File: src/rtl/freq_div_pkg.sv
// Shared types and default sizing for the calibrated frequency divider.
// The divider measures one high phase of infreq and then emits f_in / 2^n.
package freq_div_pkg;

  localparam int DEF_CNT_W = 8;
  localparam int DEF_N_W   = 3;
  localparam int DEF_HP_W  = DEF_CNT_W + 7;

  // Largest measurable high width; reaching it raises the ovf flag.
  localparam logic [DEF_CNT_W-1:0] K_MAX = {DEF_CNT_W{1'b1}};

  typedef enum logic [2:0] {
    IDLE      = 3'd0,
    ARMED     = 3'd1,
    WAIT_RISE = 3'd2,
    MEASURE   = 3'd3,
    LOAD      = 3'd4,
    RUN       = 3'd5
  } state_e;

endpackage

File: src/rtl/edge_sync.sv
// Brings the asynchronous infreq into the clk domain.
// Also provides single-cycle rise/fall strobes of the synchronised level.
module edge_sync (
  input  logic clk,
  input  logic rst,
  input  logic d_i,
  output logic s_o,
  output logic rise_o,
  output logic fall_o
);

  logic meta_q;
  logic sync_q;
  logic prev_q;

  // NOTE: non-blocking assignments so every flop samples its pre-edge input;
  // blocking here would collapse the chain into a single flop.
  always_ff @(posedge clk or posedge rst) begin
    if (rst) begin
      meta_q <= 1'b0;
      sync_q <= 1'b0;
      prev_q <= 1'b0;
    end else begin
      meta_q <= d_i;
      sync_q <= meta_q;
      prev_q <= sync_q;
    end
  end

  assign s_o    = sync_q;
  assign rise_o = sync_q & ~prev_q;
  assign fall_o = ~sync_q & prev_q;

endmodule

File: src/rtl/freq_divider.sv
// Calibrated divider: measures the high width k of infreq in clk cycles,
// then toggles outfreq every (k << n) cycles until the next adjust.
module freq_divider
  import freq_div_pkg::*;
#(
  parameter int CNT_W = DEF_CNT_W,
  parameter int N_W   = DEF_N_W,
  parameter int HP_W  = DEF_HP_W
) (
  input  logic             clk,
  input  logic             rst,
  input  logic             infreq,
  input  logic             adjust,
  input  logic [N_W-1:0]   n,
  output logic             outfreq,
  output logic             valid,
  output logic [CNT_W-1:0] k,
  output logic             ovf
);

  localparam logic [CNT_W-1:0] CNT_MAX = {CNT_W{1'b1}};

  logic s, rise, fall;

  state_e            state_q, state_d;
  logic [CNT_W-1:0]  cnt_q, cnt_d;
  logic [CNT_W-1:0]  k_q, k_d;
  logic              ovf_q, ovf_d;
  logic [HP_W-1:0]   hp_q, hp_d;
  logic [HP_W-1:0]   dcnt_q, dcnt_d;
  logic              outfreq_q, outfreq_d;
  logic              valid_q, valid_d;
  logic [HP_W-1:0]   hp_load;

  edge_sync u_edge_sync (
    .clk    (clk),
    .rst    (rst),
    .d_i    (infreq),
    .s_o    (s),
    .rise_o (rise),
    .fall_o (fall)
  );

  // HP_W is wide enough for k shifted by the largest n, so nothing is lost.
  assign hp_load = HP_W'(k_q) << n;

  // NOTE: every variable gets its hold value first, so no path leaves one
  // unassigned and no latch is inferred.
  always_comb begin
    state_d   = state_q;
    cnt_d     = cnt_q;
    k_d       = k_q;
    ovf_d     = ovf_q;
    hp_d      = hp_q;
    dcnt_d    = dcnt_q;
    outfreq_d = outfreq_q;
    valid_d   = valid_q;

    if (adjust) begin
      // Calibration request wins over any edge or toggle and drops the output.
      state_d   = ARMED;
      valid_d   = 1'b0;
      outfreq_d = 1'b0;
      ovf_d     = 1'b0;
    end else begin
      unique case (state_q)
        IDLE: ;
        ARMED: state_d = WAIT_RISE;
        WAIT_RISE: begin
          if (rise) begin
            cnt_d   = CNT_W'(1);
            state_d = MEASURE;
          end
        end
        MEASURE: begin
          if (fall) begin
            k_d     = cnt_q;
            state_d = LOAD;
          end else if (s) begin
            if (cnt_q == CNT_MAX) ovf_d = 1'b1;
            else                  cnt_d = cnt_q + 1'b1;
          end
        end
        LOAD: begin
          hp_d      = hp_load;
          dcnt_d    = hp_load;
          outfreq_d = 1'b1;
          valid_d   = 1'b1;
          state_d   = RUN;
        end
        RUN: begin
          if (dcnt_q == HP_W'(1)) begin
            outfreq_d = ~outfreq_q;
            dcnt_d    = hp_q;
          end else begin
            dcnt_d = dcnt_q - 1'b1;
          end
        end
        default: state_d = IDLE;
      endcase
    end
  end

  always_ff @(posedge clk or posedge rst) begin
    if (rst) begin
      state_q   <= IDLE;
      cnt_q     <= '0;
      k_q       <= '0;
      ovf_q     <= 1'b0;
      hp_q      <= '0;
      dcnt_q    <= '0;
      outfreq_q <= 1'b0;
      valid_q   <= 1'b0;
    end else begin
      state_q   <= state_d;
      cnt_q     <= cnt_d;
      k_q       <= k_d;
      ovf_q     <= ovf_d;
      hp_q      <= hp_d;
      dcnt_q    <= dcnt_d;
      outfreq_q <= outfreq_d;
      valid_q   <= valid_d;
    end
  end

  assign outfreq = outfreq_q;
  assign valid   = valid_q;
  assign k       = k_q;
  assign ovf     = ovf_q;

endmodule

File: config.mk
export PLATFORM = sky130hd
export DESIGN_NAME = freq_divider
export DESIGN_NICKNAME = d
export VERILOG_FILES = /design/src/rtl/freq_div_pkg.sv /design/src/rtl/edge_sync.sv /design/src/rtl/freq_divider.sv
export SDC_FILE = /design/constraint.sdc
export NUM_CORES = 1
export LEC_CHECK = 0
export ABC_AREA = 1
export ABC_CLOCK_PERIOD_IN_PS = 3300
export CAP_MARGIN = 20
export CORE_MARGIN = 10
export CORE_UTILIZATION = 65
export DETAILED_ROUTE_END_ITERATION = 12
export GPL_TIMING_DRIVEN = 0
export PLACE_DENSITY = 0.85
export SLEW_MARGIN = 40
export SYNTH_ARGS = -nofsm -noshare
export SYNTH_HDL_FRONTEND = slang
export SYNTH_SLANG_ARGS = --single-unit
export TNS_END_PERCENT = 20
File: constraint.sdc
create_clock -name clk -period 3.3 [get_ports clk]
set_input_delay 0.66 -clock clk [delete_from_list [all_inputs] [get_ports clk]]
set_output_delay 0.66 -clock clk [all_outputs]
set_load 0.02 [all_outputs]
# Word level (Yosys, flattened, before mapping)
# Index checks and enable logic that the tools add are counted.
[word_totals] ff_bits=55 in_bits=7 output_inout_bits=11 wordCells=73
[op_classes] n_addsub=2 eq_ne=16 shifts=1 muxes=21 bitwise=6 reduce_logical=16
[ops] cell="$mux W8" n=4
[ops] cell="$pmux W15 S2" n=1
[ops] cell="$pmux W8 S2" n=1
[ops] cell="$eq A15 B1 Y1 const B" n=1
[ops] cell="$mux W15" n=1
[ops] cell="$pmux W3 S5" n=1
[ops] cell="$shl A8 B3 Y15" n=1
[ops] cell="$sub A15 B1 Y15 const B" n=1
[ops] cell="$reduce_bool A2 Y1" n=6
[ops] cell="$mux W1" n=9
[ops] cell="$mux W3" n=3
[ops] cell="$ne A3 B3 Y1 const B" n=3
[ops] cell="$add A8 B1 Y8 const B" n=1
[ops] cell="$eq A8 B8 Y1 const B" n=1
[ops] cell="$ne A2 B2 Y1 const B" n=4
[ops] cell="$eq A3 B2 Y1 const B" n=2
[ops] cell="$eq A3 B3 Y1 const B" n=2
[ops] cell="$reduce_and A2 Y1" n=3
[ops] cell="$reduce_and A3 Y1" n=2
[ops] cell="$reduce_and A6 Y1" n=1
[ops] cell="$ne A2 B1 Y1 const B" n=2
[ops] cell="$not A1 Y1" n=4
[ops] cell="$reduce_and A4 Y1" n=1
[ops] cell="$eq A3 B1 Y1 const B" n=1
[ops] cell="5 further kinds" n=6

# Logic depth before layout (Yosys ltp)
# Gate-level depths: netlist (run 1).
[depth] depth_word=6 depth_mapped=12 mapped_depth_nobuf=12

# By module
# A second synthesis (run 1) with hierarchy kept.
[unflattened] cells_unflattened=510 area_unflattened_um2=3593.4
[modules_own_cells] module="freq_divider" n_inst=1 cells_each=502 area_each_um2=3499.6 seq_area_each_um2=1301.2
[modules_own_cells] module="edge_sync" n_inst=1 cells_each=8 area_each_um2=93.8 seq_area_each_um2=75.1

# Worst setup path before layout (run 1)
# No wires, ideal clock.
[synth_path] kind="input to register" from="input n[1]" to="register dcnt_q[7]" setup_time_ns=0.116 arrival_time_ns=1.504 required_ns=3.184 path_slack_ns=1.680 path_stages=10 n_path_buf=2 cell_sequence="buf_4 inv_1 buf_2 nand3_1 nand3_1 nand2_1 nand2_1 nand3_1 nand2_1 nand2_1"
[synth_between] elab_chain_len=2
[synth_lines] element="from (decl)" line="freq_divider.sv:14" text="input logic [N_W-1:0] n,"
[synth_lines] element="$shl A8 B3 Y15" line="freq_divider.sv:45" text="assign hp_load = HP_W'(k_q) << n;"
[synth_lines] element="$pmux W15 S2" line="freq_divider.sv:66" text="unique case (state_q)"
[synth_lines] element="to (signal assigned)" line="freq_divider.sv:120" text="dcnt_q <= dcnt_d;"
[synth_lines] element="to (decl)" line="freq_divider.sv:30" text="logic [HP_W-1:0] dcnt_q, dcnt_d;"
# No other way between the ends.
# A chain may end at the register's enable or synchronous reset.

# Worst setup path in the final report (run 1)
[layout_path] from="input adjust" to="register dcnt_q[2]"
[layout_between] elab_chain_len=2
[layout_lines] element="from (decl)" line="freq_divider.sv:13" text="input logic adjust,"
[layout_lines] element="$not A1 Y1 (no line)"
[layout_lines] element="$reduce_and A2 Y1 (no line)"
# No other way between the ends.

==> results of run 1 <==
## logic make-up (layout without fill, tap and decap cells)
| group | after synthesis | in the layout | share of synthesized area (%) |
|---|---|---|---|
| buffers and inverters | 69 | 93 | 8.57 |
| adders and majority gates | 3 | 3 | 1.10 |
| xor gates and xnor gates | 5 | 5 | 1.28 |
| DFF | 55 | 55 | 40.3 |
| and+or+nand+nor | 309 | 309 | 39.6 |
| AOI/OAI and AO/OA | 55 | 55 | 9.19 |
## cell type report
type                       count  share of cell area (%)
buffer                        14                    2.23
clock buffer                   6                    1.93
clock inverter                 2                   0.332
inverter                      55                    5.62
multi-input combinational    372                    46.5
sequential                    55                    36.6
tap                           70                    2.33
timing repair buffer          16                    4.52
## state kept, by name, summed over array words and instances (netlist names)
signal,cells
dcnt_q,15
u_edge_sync.prev_q,1
cnt_q,8
k,8
outfreq,1
ovf,1
valid,1
hp_q,15
state_q,3
u_edge_sync.s_o,1
u_edge_sync.meta_q,1
## worst max path at each step
| stage | from | to | cells past startpoint |
|---|---|---|---|
| final | adjust | dcnt_q[2] | 8 |
| after CTS | adjust | dcnt_q[2] | 8 |
| after detailed placement | adjust | dcnt_q[2] | 8 |
| after global routing | adjust | dcnt_q[2] | 8 |
| after floorplan | rst | cnt_q[0] | 1 |
| after global placement | rst | dcnt_q[2] | 2 |
## synthesized netlist by cell type (all sizes together)
master / number
nand4: 16
or2: 1
a21boi: 2
xor2: 5
clkbuf: 2
dfrtp: 55
o21ai: 33
o211ai: 1
nor3b: 2
ha: 3
buf: 12
a21oi: 15
inv: 55
nor2: 40
a21o: 1
nand3b: 2
a22oi: 1
nand3: 62
nand2: 183
nor3: 3
o31ai: 1
o22ai: 1
## metal layers
metal | share of wire [%] | global-route usage (%)
met3 | 5.2 | 2.99
met2 | 50 | 36.5
met1 | 42 | 24.1
met5 | 0 | 0
met4 | 3.1 | 8.23
## worst reg2reg max path, stage by stage (launching register included)
cell and delay (ps):
dfrtp_1 400, inv_1 100, ha_1 190, inv_1 50, nor2_1 80, nand2_1 80
nor2_4 210, nand3_1 190, inv_1 160, nand2_1 90, nand3b_1 110, nand2_1 60
inv_1 40
## power groups by stage
stage               Clock (mW)  Sequential [mW]  Combinational (mW)
finish                   0.369             1.11                1.12
global route             0.405             1.14                1.27
CTS                      0.374             1.10                1.12
detailed placement           0             1.11                1.11
global placement             0             1.11                1.07
floorplan                    0             1.11               0.786
## stage by stage
stage                     worst slack, ps  instance area [um^2]  utilization (%)  cells
after detailed placement              773                  3680             72.0    582
final                                1110                  3760             73.7    590
after global routing                  955                  3760             73.7    590
after global placement                301                  3660             71.6    581
after CTS                            1110                  3760             73.7    590
after floorplan                      1300                  3420                -    496
==> impl_metrics.env, run 1 <==
export IMPL_status="completed"
export IMPL_firstDrtPassIters=5
export IMPL_ff2ff_path_depth=12
export IMPL_routabilityCongestion=0.950
export IMPL_path_max_fanout=10
export IMPL_period_share_pct=66.5
export IMPL_layout_commonest_cell="nand2_1"
export IMPL_synth_area_leaders="dfrtp_1 40%, nand2_1 20%, nand3_1 8.6%"
export IMPL_grt_pass1_vias=3272
export IMPL_vias_per_cell=5.64
export IMPL_cts_hold_buf=0
export IMPL_clock_path_buffers=2
export IMPL_wl_per_cell_um=14.4
export IMPL_ios=18
export IMPL_max_freq_mhz=456
export IMPL_cts_htree_levels=2
export IMPL_hold_depth=0
export IMPL_final_hold_viol_count=0
export IMPL_syn_nets=506
export IMPL_clk_pin_slew_ps=110
export IMPL_power_per_cell_area_mw_per_mm2=691
export IMPL_timing_rr_end="dcnt_q[1]"
export IMPL_diodes=0
export IMPL_cts_repair_resize_count=0
export IMPL_rows=26
export IMPL_startpoint_type="input port"
export IMPL_fin_hold_ws_ps=364
export IMPL_fin_total_pwr_mw=2.60
export IMPL_path_cells="clkdlybuf4s50_1 -> inv_2 -> nand3_1 -> inv_2 -> buf_4 -> o21ai_0 -> a21oi_1 -> nor2_1"
export IMPL_crit_slowest_cell="clkdlybuf4s50_1"
export IMPL_synth_seq_cells=55
export IMPL_reg2reg_from="dcnt_q[1]"
export IMPL_ys_seq_area_share_pct=40.3
export IMPL_postSynthAreaPerCell_um2=6.89
export IMPL_port_buffers=15
export IMPL_cts_root_buf="clkbuf_8"
export IMPL_vdd_drop_max_v=0.000403
export IMPL_drive_above_1_share_pct=8.65
export IMPL_setup_viol=0
export IMPL_post_cts_buffers=0
export IMPL_max_slew_margin_rel_pct=70.7
export IMPL_cp_arrival_ps=2410
export IMPL_nFillCells=427
export IMPL_initial_core_util_pct=66.9
export IMPL_dp_hpwl_um=6370
export IMPL_cts_tree="done"
export IMPL_clockPowerShare_pct=14.2
export IMPL_yosys_warnings=0
export IMPL_p_comb_share_pct=43.2
export IMPL_reg2reg_slack_ps=1490
export IMPL_ys_types=36
export IMPL_die_x_um=92.5
export IMPL_internal_power_mw=1.45
export IMPL_grt_pass1_wl_um=14700
export IMPL_synthesis_instances=496
export IMPL_antenna_found_initial=0
export IMPL_die_area_mm2=0.00856
export IMPL_clock_latency_ps=310
export IMPL_min_period_ps=2190
export IMPL_p_switching_mw=1.15
export IMPL_max_stage_delay_ps=520
export IMPL_hold_start="u_edge_sync.meta_q"
export IMPL_vias=3325
export IMPL_cp_buffers_inverters=4
export IMPL_drv_slew=0
export IMPL_holdPathEnd="u_edge_sync.s_o"
export IMPL_drt_wl_total_um=8470
export IMPL_worst_clock_skew_ps=14.5
export IMPL_p_seq_share_pct=42.6
export IMPL_gr_total_overflow=0
export IMPL_crit_type="in -> reg"
export IMPL_worstHoldPathType="reg -> reg"
export IMPL_final_cell_mix="182 x nand2_1, 59 x nand3_1, 55 x dfrtp_1"
export IMPL_fin_setup_tns_ps=0
export IMPL_worst_pin_slew_ps=438
export IMPL_switching_share_pct=44.2
export IMPL_postRouteAntennaNets=0
export IMPL_cts_made_buffers=5
export IMPL_rsz0062_at_grt="no"
export IMPL_maxCapViolCount=0
export IMPL_yosysTopAreaCellShare_pct=40.3
export IMPL_area_delta_synth_final_pct=10.1
export IMPL_remaining_drc_errors=0
export IMPL_p_leak_nw=1.87
export IMPL_clock_sinks=55
export IMPL_path_common_cell="inv_2"
export IMPL_synth_area_leader_cell="dfrtp_1"
export IMPL_cp_required_ps=3510
export IMPL_synth_area_mm2=0.00342
export IMPL_core_area_mm2=0.00511
export IMPL_ff_latch_area_mm2=0.00138
export IMPL_multi_input_area_mm2=0.00175
export IMPL_crit_path_end_kind="flip-flop"
export IMPL_grt_usage_pct=20.5
export IMPL_final_nets=529
export IMPL_critPathTopFamily="buffers and inverters"
export IMPL_drtIter0Drc=235
export IMPL_grt_max_degree=42
export IMPL_die_height_um=92.5
Note: power is estimated with default switching activity, not from simulation.
==> inputs of run 2 (changes only) <==
--- a/config.mk
+++ b/config.mk
@@ -6,13 +6,13 @@
 export NUM_CORES = 1
 export LEC_CHECK = 0
 export ABC_AREA = 1
-export ABC_CLOCK_PERIOD_IN_PS = 3300
+export ABC_CLOCK_PERIOD_IN_PS = 1950
 export CAP_MARGIN = 20
 export CORE_MARGIN = 10
-export CORE_UTILIZATION = 65
+export CORE_UTILIZATION = 54
 export DETAILED_ROUTE_END_ITERATION = 12
 export GPL_TIMING_DRIVEN = 0
-export PLACE_DENSITY = 0.85
+export PLACE_DENSITY = 0.76
 export SLEW_MARGIN = 40
 export SYNTH_ARGS = -nofsm -noshare
 export SYNTH_HDL_FRONTEND = slang
==> constraint.sdc (replaced) <==
create_clock -name clk -period 1.95 [get_ports clk]
set_input_delay 0.39 -clock clk [delete_from_list [all_inputs] [get_ports clk]]
set_output_delay 0.39 -clock clk [all_outputs]
set_load 0.02 [all_outputs]
==> impl_metrics.env, run 2 (same netlist as run 1, synthesis figures left out) <==
export IMPL_layout_top_registers="dcnt_q: 15 flops, hp_q: 15 flops"
export IMPL_drt_wl_total_um=8200
export IMPL_cts_hold_buf=0
export IMPL_cts_tree="done"
export IMPL_dp_cells=587
export IMPL_path_max_fanout=6
export IMPL_timing_rr_end="dcnt_q[0]"
export IMPL_cp_buffers_inverters=1
export IMPL_port_buffers=15
export IMPL_clockPowerShare_pct=15.7
export IMPL_power_per_cell_area_mw_per_mm2=1170
export IMPL_cts_made_buffers=5
export IMPL_clock_latency_ps=320
export IMPL_dp_hpwl_um=6290
export IMPL_final_cell_mix="182 x nand2_1, 58 x nand3_1, 55 x dfrtp_1"
export IMPL_p_leak_nw=1.88
export IMPL_drtIter0Drc=228
export IMPL_die_height_um=99.6
export IMPL_remaining_drc_errors=0
export IMPL_post_route_util_pct=62.9
export IMPL_post_cts_buffers=0
export IMPL_grt_pass1_wl_um=14200
export IMPL_vias=3244
export IMPL_internal_power_mw=2.53
export IMPL_vdd_drop_max_v=0.000559
export IMPL_firstDrtPassIters=7
export IMPL_cts_root_buf="clkbuf_8"
export IMPL_fin_cells=595
export IMPL_vias_per_cell=5.45
export IMPL_grt_pass1_vias=3154
export IMPL_clock_path_buffers=2
export IMPL_pre_cts_slack_ps=-302
export IMPL_core_area_mm2=0.00603
export IMPL_hold_depth=0
export IMPL_worst_clock_skew_ps=14.0
export IMPL_grt_max_degree=33
export IMPL_worst_pin_slew_ps=421
export IMPL_fin_setup_tns_ps=0
export IMPL_cp_arrival_ps=1440
export IMPL_reg2reg_slack_ps=170
export IMPL_p_switching_mw=1.90
export IMPL_clk_pin_slew_ps=90
export IMPL_maxCapViolCount=0
export IMPL_layout_commonest_cell="nand2_1"
export IMPL_crit_slowest_cell="clkdlybuf4s50_1"
export IMPL_max_stage_delay_ps=650
export IMPL_max_freq_mhz=546
export IMPL_gr_total_overflow=0
export IMPL_p_seq_share_pct=42.1
export IMPL_routabilityCongestion=0.928
export IMPL_path_cells="clkdlybuf4s50_1"
export IMPL_grt_usage_pct=16.9
export IMPL_period_share_pct=94.0
export IMPL_crit_path_end_kind="output pin"
export IMPL_area_delta_synth_final_pct=10.9
export IMPL_rsz0062_at_grt="yes"
export IMPL_reg2reg_from="dcnt_q[1]"
export IMPL_crit_cells=1
export IMPL_min_period_ps=1830
export IMPL_startpoint_type="flip-flop"
export IMPL_drv_slew=0
export IMPL_setup_viol=0
export IMPL_status="completed"
export IMPL_initial_core_util_pct=56.7
export IMPL_cts_repair_resize_count=0
export IMPL_antenna_found_initial=0
export IMPL_cts_htree_levels=2
export IMPL_worst_slack_ps=118
export IMPL_wl_per_cell_um=13.8
export IMPL_fin_total_pwr_mw=4.43
export IMPL_drive_above_1_share_pct=8.85
export IMPL_holdPathEnd="u_edge_sync.s_o"
export IMPL_die_x_um=99.6
export IMPL_p_comb_share_pct=42.2
export IMPL_switching_share_pct=42.9
export IMPL_postRouteAntennaNets=0
export IMPL_final_hold_viol_count=0
export IMPL_rows=28
export IMPL_hold_start="u_edge_sync.meta_q"
export IMPL_final_nets=529
export IMPL_diodes=0
export IMPL_critPathTopFamily="buffers and inverters"
export IMPL_cp_required_ps=1560
export IMPL_ios=18
export IMPL_die_area_mm2=0.00991
export IMPL_critPathLaunch="k[0]"
export IMPL_ff2ff_path_depth=9
export IMPL_clock_sinks=55
export IMPL_crit_type="reg -> out"
export IMPL_max_slew_margin_rel_pct=71.8
export IMPL_worstHoldPathType="reg -> reg"
==> run 2: cell types whose count changed in the layout (fill, tap and decap cells not counted), sizes merged <==
cell / previous run / this run
clkbuf: 8 / 10
clkinv: 1 / 0
clkinvlp: 1 / 0
==> run 2: final cells by class <==
class                   count  area (um^2)
well taps                  75         93.8
flip-flops and latches     55         1380
repair buffers             16          170
clock buffers               8          100
inverters                  55          211
fillers                   569         2240
plain buffers              14         83.8
multi-input cells         372         1750
==> run 2: power groups by stage <==
stage               logic (mW)  registers [mW]  clock network [mW]
finish                    1.87            1.87               0.696
global route              2.15            1.93               0.743
CTS                       1.87            1.87               0.702
detailed placement        1.86            1.89                   0
global placement          1.81            1.88                   0
floorplan                 1.33            1.87                   0
==> run 2: worst max-delay path by stage <==
stage,endpoint,slack [ps]
final,k[0],120
after global routing,dcnt_q[14],-50
after CTS,dcnt_q[2],20
after detailed placement,dcnt_q[2],-300
after global placement,dcnt_q[4],-810
after floorplan,cnt_q[0],220
==> run 2: metrics by stage <==
step                hold slack, ps  cell area, um^2
global route                   382             3790
global placement               344             3660
detailed placement             340             3680
finish                         372             3790
CTS                            375             3780
floorplan                      331             3420
==> run 2: layer usage <==
metal,GRT usage [%],part of all wire [%],vias to the layer above
li1,-,-,1644
met4,7.28,2.5,0
met2,29.2,49,82
met1,19.4,43,1498
met3,3.94,4.6,20
met5,0,0,-
